==> src/rtl/dram_write_sequencer.sv <==
// dram_write_sequencer: clears a DRAM with FILL, then forwards user writes one per cycle.
// Optional clear sweep enabled by DRAM_WSEQ_CLEAR_EN; without it the block is ready one edge after reset.
module dram_write_sequencer #(
  parameter int                ADDR_W = 5,
  parameter int                DATA_W = 16,
  parameter logic [DATA_W-1:0] FILL   = '0
) (
  input  logic              clk,
  input  logic              rst_n,
  input  logic              req_valid,
  output logic              req_ready,
  input  logic [ADDR_W-1:0] req_addr,
  input  logic [DATA_W-1:0] req_data,
  input  logic              clr_start,
  output logic [ADDR_W-1:0] ram_waddr,
  output logic [DATA_W-1:0] ram_wdata,
  output logic              ram_we,
  output logic              init_done,
  output logic [7:0]        wr_count
);
  logic              hs, sweep;
  logic [ADDR_W-1:0] sweep_addr;
  logic              we_q, we_d;
  logic [ADDR_W-1:0] waddr_q, waddr_d;
  logic [DATA_W-1:0] wdata_q, wdata_d;
  logic [7:0]        cnt_q, cnt_d;
`ifdef DRAM_WSEQ_CLEAR_EN
  typedef enum logic {CLEAR, READY} state_t;
  state_t            state_q, state_d;
  logic [ADDR_W-1:0] idx_q, idx_d;
  always_comb begin
    state_d = state_q;
    idx_d   = idx_q;
    if (clr_start) begin
      state_d = CLEAR;
      idx_d   = '0;
    end else if (state_q == CLEAR) begin
      idx_d   = idx_q + 1'b1;
      state_d = &idx_q ? READY : CLEAR;
    end
  end
  always_ff @(posedge clk or negedge rst_n) begin
    if (!rst_n) begin
      state_q <= CLEAR;
      idx_q   <= '0;
    end else begin
      state_q <= state_d;
      idx_q   <= idx_d;
    end
  end
  assign sweep      = state_q == CLEAR;
  assign sweep_addr = idx_q;
  assign init_done  = state_q == READY;
  assign req_ready  = init_done && !clr_start;
`else
  logic init_q, unused_clr;
  always_ff @(posedge clk or negedge rst_n) begin
    if (!rst_n) init_q <= 1'b0;
    else        init_q <= 1'b1;
  end
  assign unused_clr = clr_start;
  assign sweep      = 1'b0;
  assign sweep_addr = '0;
  assign init_done  = init_q;
  assign req_ready  = init_q;
`endif
  // sweep and handshake are mutually exclusive since req_ready is low while sweeping
  always_comb begin
    hs      = req_valid && req_ready;
    we_d    = sweep || hs;
    waddr_d = sweep ? sweep_addr : hs ? req_addr : waddr_q;
    wdata_d = sweep ? FILL : hs ? req_data : wdata_q;
    cnt_d   = cnt_q + {7'd0, hs};
  end
  always_ff @(posedge clk or negedge rst_n) begin
    if (!rst_n) begin
      we_q    <= 1'b0;
      waddr_q <= '0;
      wdata_q <= '0;
      cnt_q   <= '0;
    end else begin
      we_q    <= we_d;
      waddr_q <= waddr_d;
      wdata_q <= wdata_d;
      cnt_q   <= cnt_d;
    end
  end
  assign ram_we    = we_q;
  assign ram_waddr = waddr_q;
  assign ram_wdata = wdata_q;
  assign wr_count  = cnt_q;
endmodule

==> config.mk <==
export PLATFORM = sky130hd
export DESIGN_NAME = dram_write_sequencer
export DESIGN_NICKNAME = d
export VERILOG_FILES = /design/src/rtl/dram_write_sequencer.sv
export SDC_FILE = /design/constraint.sdc
export NUM_CORES = 1
export LEC_CHECK = 0
export ABC_AREA = 1
export CAP_MARGIN = 10
export CORE_ASPECT_RATIO = 0.7
export CORE_MARGIN = 1.5
export CORE_UTILIZATION = 40
export CTS_CLUSTER_DIAMETER = 150
export DETAILED_ROUTE_END_ITERATION = 8
export PLACE_DENSITY = 0.87
export SYNTH_ARGS = -nofsm -noshare
export SYNTH_HDL_FRONTEND = slang
export SYNTH_SLANG_ARGS = --single-unit
==> constraint.sdc <==
create_clock -name clk -period 3.96 [get_ports clk]
set_input_delay 0.792 -clock clk [delete_from_list [all_inputs] [get_ports clk]]
set_output_delay 0.792 -clock clk [all_outputs]
set_load 0.05 [all_outputs]
==> results by stage <==
Status:
- The run finished with clean final reports.

Drt:
- In the final routed layout, each cell accounts on average for 12.8 um.
- The wire length reported by the detailed router is 2900 um.
- The count of unresolved DRC violations after routing is 0.
- The DRC marker count from the first detailed-route iteration is 37.
- The number of antenna-violating nets in the routed design is 0.
- The pre-antenna-repair detailed-routing pass consisted of 2 iterations.
- Detailed routing inserted a total of 1,033 vias.
- Using the TritonRoute via totals, the vias-per-cell ratio works out to 4.57.

Finish:
- The fill cell instance count of the final layout is 230.
- Summing all multi-input logic gate instances after layout gives 379 um^2.
- The number of antenna diodes in the final layout is 0.
- The area growth from synthesis to final layout is 54.0%.
- The area occupied by registers is 776 um^2.
- The final instance area is 1860 um^2.
- The net total in the final layout is 216.
- In the final layout, the share of cells above drive strength 1 is 4.74%.

Hold path:
- The path class of the lowest-slack min-delay path is register to register.
- Counting instances, the worst hold path has a depth of 2.
- The capture endpoint of the worst hold path is ram_wdata[9].
- The startpoint identified for the worst hold timing path is ram_wdata[9].

Floorplan:
- Once the floorplan was initialized, standard cells occupied 42.7% of the core.
- The die is 68.6 um wide.
- The floorplan has 16 rows.
- The die covers 3360 um^2.
- The region available for standard cell placement spans 2820 um^2.
- Measured along the y axis, the die boundary spans 48.9 um.
- The number of ports placed on the die boundary is 57.

Critical path:
- The total buffers and inverters traversed by the critical path is 2.
- The required time at the worst-slack endpoint is 4.12 ns.
- The worst path arrival time is 2.76 ns.
- The reg-to-reg critical path startpoint is init_done.
- STA classifies the critical path endpoint as a register.
- The startpoint-to-endpoint class of the critical path is input pin to register.
- The kind of cell with the highest combined delay along the critical path is buffers and inverters.
- The worst register-to-register path ends at wr_count[6].
- The most common cell type on the critical path is sky130_fd_sc_hd__ha_1.
- The critical path goes through clkdlybuf4s50_1 > nand2_2 > inv_2 > ha_1 > ha_1 > nand3_1 > o21ai_1 > nand2_1.
- In this run the worst path has a maximum fanout of 23.
- The setup slack on the worst flop-to-flop path is 1.95 ns.
- On the critical path, the stage with the largest delay is an instance of sky130_fd_sc_hd__clkdlybuf4s50_1.
- The critical path launch point type is an input pin.
- The logic depth of the worst register-to-register path is 7.
- In this design, the stage delay of the slowest critical-path cell is 0.47 ns.

Clocking:
- For this design, the sink count on the clock tree is 31.
- Post-CTS timing repair inserted 0 buffers for setup.
- For the worst-skew pair, the clock arrives at the later sink with an insertion delay of 0.28 ns.
- The clock root buffer master is sky130_fd_sc_hd__clkbuf_8.
- The clock passes through at most 2 buffers.
- The H-tree depth reported by CTS is 2.
- The clock edge transition at the registers on the reported setup and hold paths is 0.06 ns.
- The number of hold buffers added after CTS was 0.
- The clock buffer count from CTS is 5.
- The TritonCTS clock tree is yes.
- After clock tree synthesis, the repair step resized 0 gates.

Logic synthesis:
- The commonest cells after synthesis are sky130_fd_sc_hd__nand2_1, sky130_fd_sc_hd__dfrtp_1, sky130_fd_sc_hd__inv_1, sky130_fd_sc_hd__nor2_1.
- Sorting the synthesized cells by area gives the leading types as sky130_fd_sc_hd__dfrtp_1, sky130_fd_sc_hd__nand2_1, sky130_fd_sc_hd__ha_1.
- The synthesized flop and latch total is 31.
- Among all flip-flop cells after synthesis, the most frequent one is sky130_fd_sc_hd__dfrtp_1.
- Synthesis produced a netlist whose cell count is 131.
- The biggest area contributor in the post-synthesis netlist is sky130_fd_sc_hd__dfrtp_1.
- The area fraction of the dominant cell type after synthesis is 64.3%.
- The average instance in the mapped netlist occupies 9.21 um^2.
- The part of the Yosys area used for sequential elements is 64.3%.
- The combined area of all synthesized cells is 1210 um^2.
- For this run, asynchronously set or reset flops after synthesis account for 100%.
- The number of nets in the synthesized netlist is 158.
- The count of flip-flops with a built-in enable after synthesis is 0.
- The count of distinct cell types in the synthesized netlist is 14.
- The cell with the most instances after synthesis is sky130_fd_sc_hd__nand2_1.
- The Yosys step of the flow raised 0 warnings.

Power:
- Summed over all cells, the static leakage comes to 0.000897 uW.
- The maximum VDD drop is 326 uV.
- In this run the power density over the cells is 577 nW/um^2.

GRT:
- The maximum number of pins on one net before global-route repair is 32.
- After global routing the overflow that remains totals 0.
- The number of antenna violations at the first check in global routing is 0.
- The global-route wire length before repair is 4770 um.
- The via count of the first global-routing pass came to 1,091.
- The total track usage is 19.9%.

STA:
- The worst path uses 65.6% of the clock period.
- The clock arrives with 0.00456 ns of skew.
- The time the final worst path needs with I/O delays and setup is 2.60 ns.
- The relative slew slack is 64.7%.
- The number of endpoints with negative hold slack in the final report came to 0.
- For the pin with the worst max-slew slack, the measured transition is 0.528 ns.
- Across all hold checks on the routed design, the worst slack comes to 0.481 ns.
- Setup repair after global routing left no endpoint under its margin.
- The setup TNS is 0 ns.
- The setup-violating endpoint count in the final report is 0.
- The number of max-slew violations in the final report was 0.
- The highest achievable clock rate is 385 MHz.

Place:
- In this run the tool buffered the top-level ports with 55 buffer cells.
- After legalization and detailed placement, the total HPWL measured 2060 um.
- The post-detailed-placement cell area is 1780 um^2.
- The weighted congestion reported at the end of routability-driven placement is 0.719.

Job:
- Max-cap violations in this run came to 0.
-- power by group --
part	internal, uW	total [uW]	switching, uW
Clock	123	235	112
Sequential	373	419	46.7
Combinational	142	417	275
Total	638	1070	434
-- state kept, by name, indices dropped and copies added (netlist names) --
name and cells:
ram_we 1, ram_waddr 5, init_done 1, wr_count 8, ram_wdata 16
-- how the worst max path moves through the flow --
stage | from | endpoint | cells past startpoint
detailed placement | req_valid | wr_count[6] | 8
floorplan | req_valid | wr_count[6] | 8
CTS | req_valid | wr_count[6] | 8
global placement | req_valid | wr_count[6] | 8
global route | req_valid | wr_count[6] | 9
finish | req_valid | wr_count[6] | 8
-- metrics by stage --
step           power, uW  std cells  util (%)  setup slack, ns
2_1_floorplan        678        131         -             2.05
3_3_place_gp         831        218      62.9             1.16
3_5_place_dp         844        218      62.9             1.07
4_1_cts             1080        226      65.8             1.36
5_1_grt             1120        226      65.8             1.17
6_report            1070        226      65.8             1.36
-- metal layers --
layer  track usage, %  vias to the layer above  routed length, um
met5                0                        -                  0
met4             8.00                        0                 34
met3             9.01                        4                251
met2             30.9                       43               1460
met1             23.7                      480               1160
li1                 -                      506                  -
-- cell usage in the layout (no fill, tap or decap) --
| cell type | synthesis | routed |
|---|---|---|
| sky130_fd_sc_hd__buf_4 | 3 | 1 |
| sky130_fd_sc_hd__clkbuf_1 | 0 | 2 |
| sky130_fd_sc_hd__clkbuf_8 | 0 | 5 |
| sky130_fd_sc_hd__clkdlybuf4s50_1 | 0 | 55 |
| sky130_fd_sc_hd__clkinv_2 | 0 | 1 |
| sky130_fd_sc_hd__conb_1 | 1 | 1 |
| sky130_fd_sc_hd__dfrtp_1 | 31 | 31 |
| sky130_fd_sc_hd__ha_1 | 2 | 2 |
| sky130_fd_sc_hd__inv_1 | 4 | 4 |
| sky130_fd_sc_hd__inv_2 | 1 | 1 |
| sky130_fd_sc_hd__nand2_1 | 74 | 74 |
| sky130_fd_sc_hd__nand2_2 | 1 | 1 |
| sky130_fd_sc_hd__nand3_1 | 3 | 3 |
| sky130_fd_sc_hd__nor2_1 | 4 | 4 |
| sky130_fd_sc_hd__o21ai_1 | 2 | 2 |
| sky130_fd_sc_hd__xnor2_1 | 2 | 2 |
| sky130_fd_sc_hd__xor2_1 | 1 | 1 |
-- worst min-delay path, cell delays in order (launching register included) --
cell	delay, ns
sky130_fd_sc_hd__dfrtp_1	0.34
sky130_fd_sc_hd__nand2_1	0.05
sky130_fd_sc_hd__nand2_1	0.06
-- area by class of cell --
type | instances | share of cell area, %
Sequential cell | 31 | 41.8
Timing Repair Buffer | 56 | 30.0
Multi-Input combinational cell | 90 | 20.4
Clock buffer | 7 | 4.11
Tap cell | 36 | 2.42
Inverter | 5 | 1.01
Clock inverter | 1 | 0.269
-- logic make-up (layout without fill, tap and decap cells) --
logic type | after synthesis | after routing | synth area share, %
other | 1 | 1 | 0.311
AND/OR/NAND/NOR | 82 | 82 | 26.0
adder cells (fa/ha/maj) | 2 | 2 | 2.07
flip-flops | 31 | 31 | 64.3
XOR/XNOR | 3 | 3 | 2.18
buffers and inverters | 10 | 69 | 4.25
AO/OA/AOI/OAI | 2 | 2 | 0.830
No activity file was read; power rests on OpenSTA's default activity.
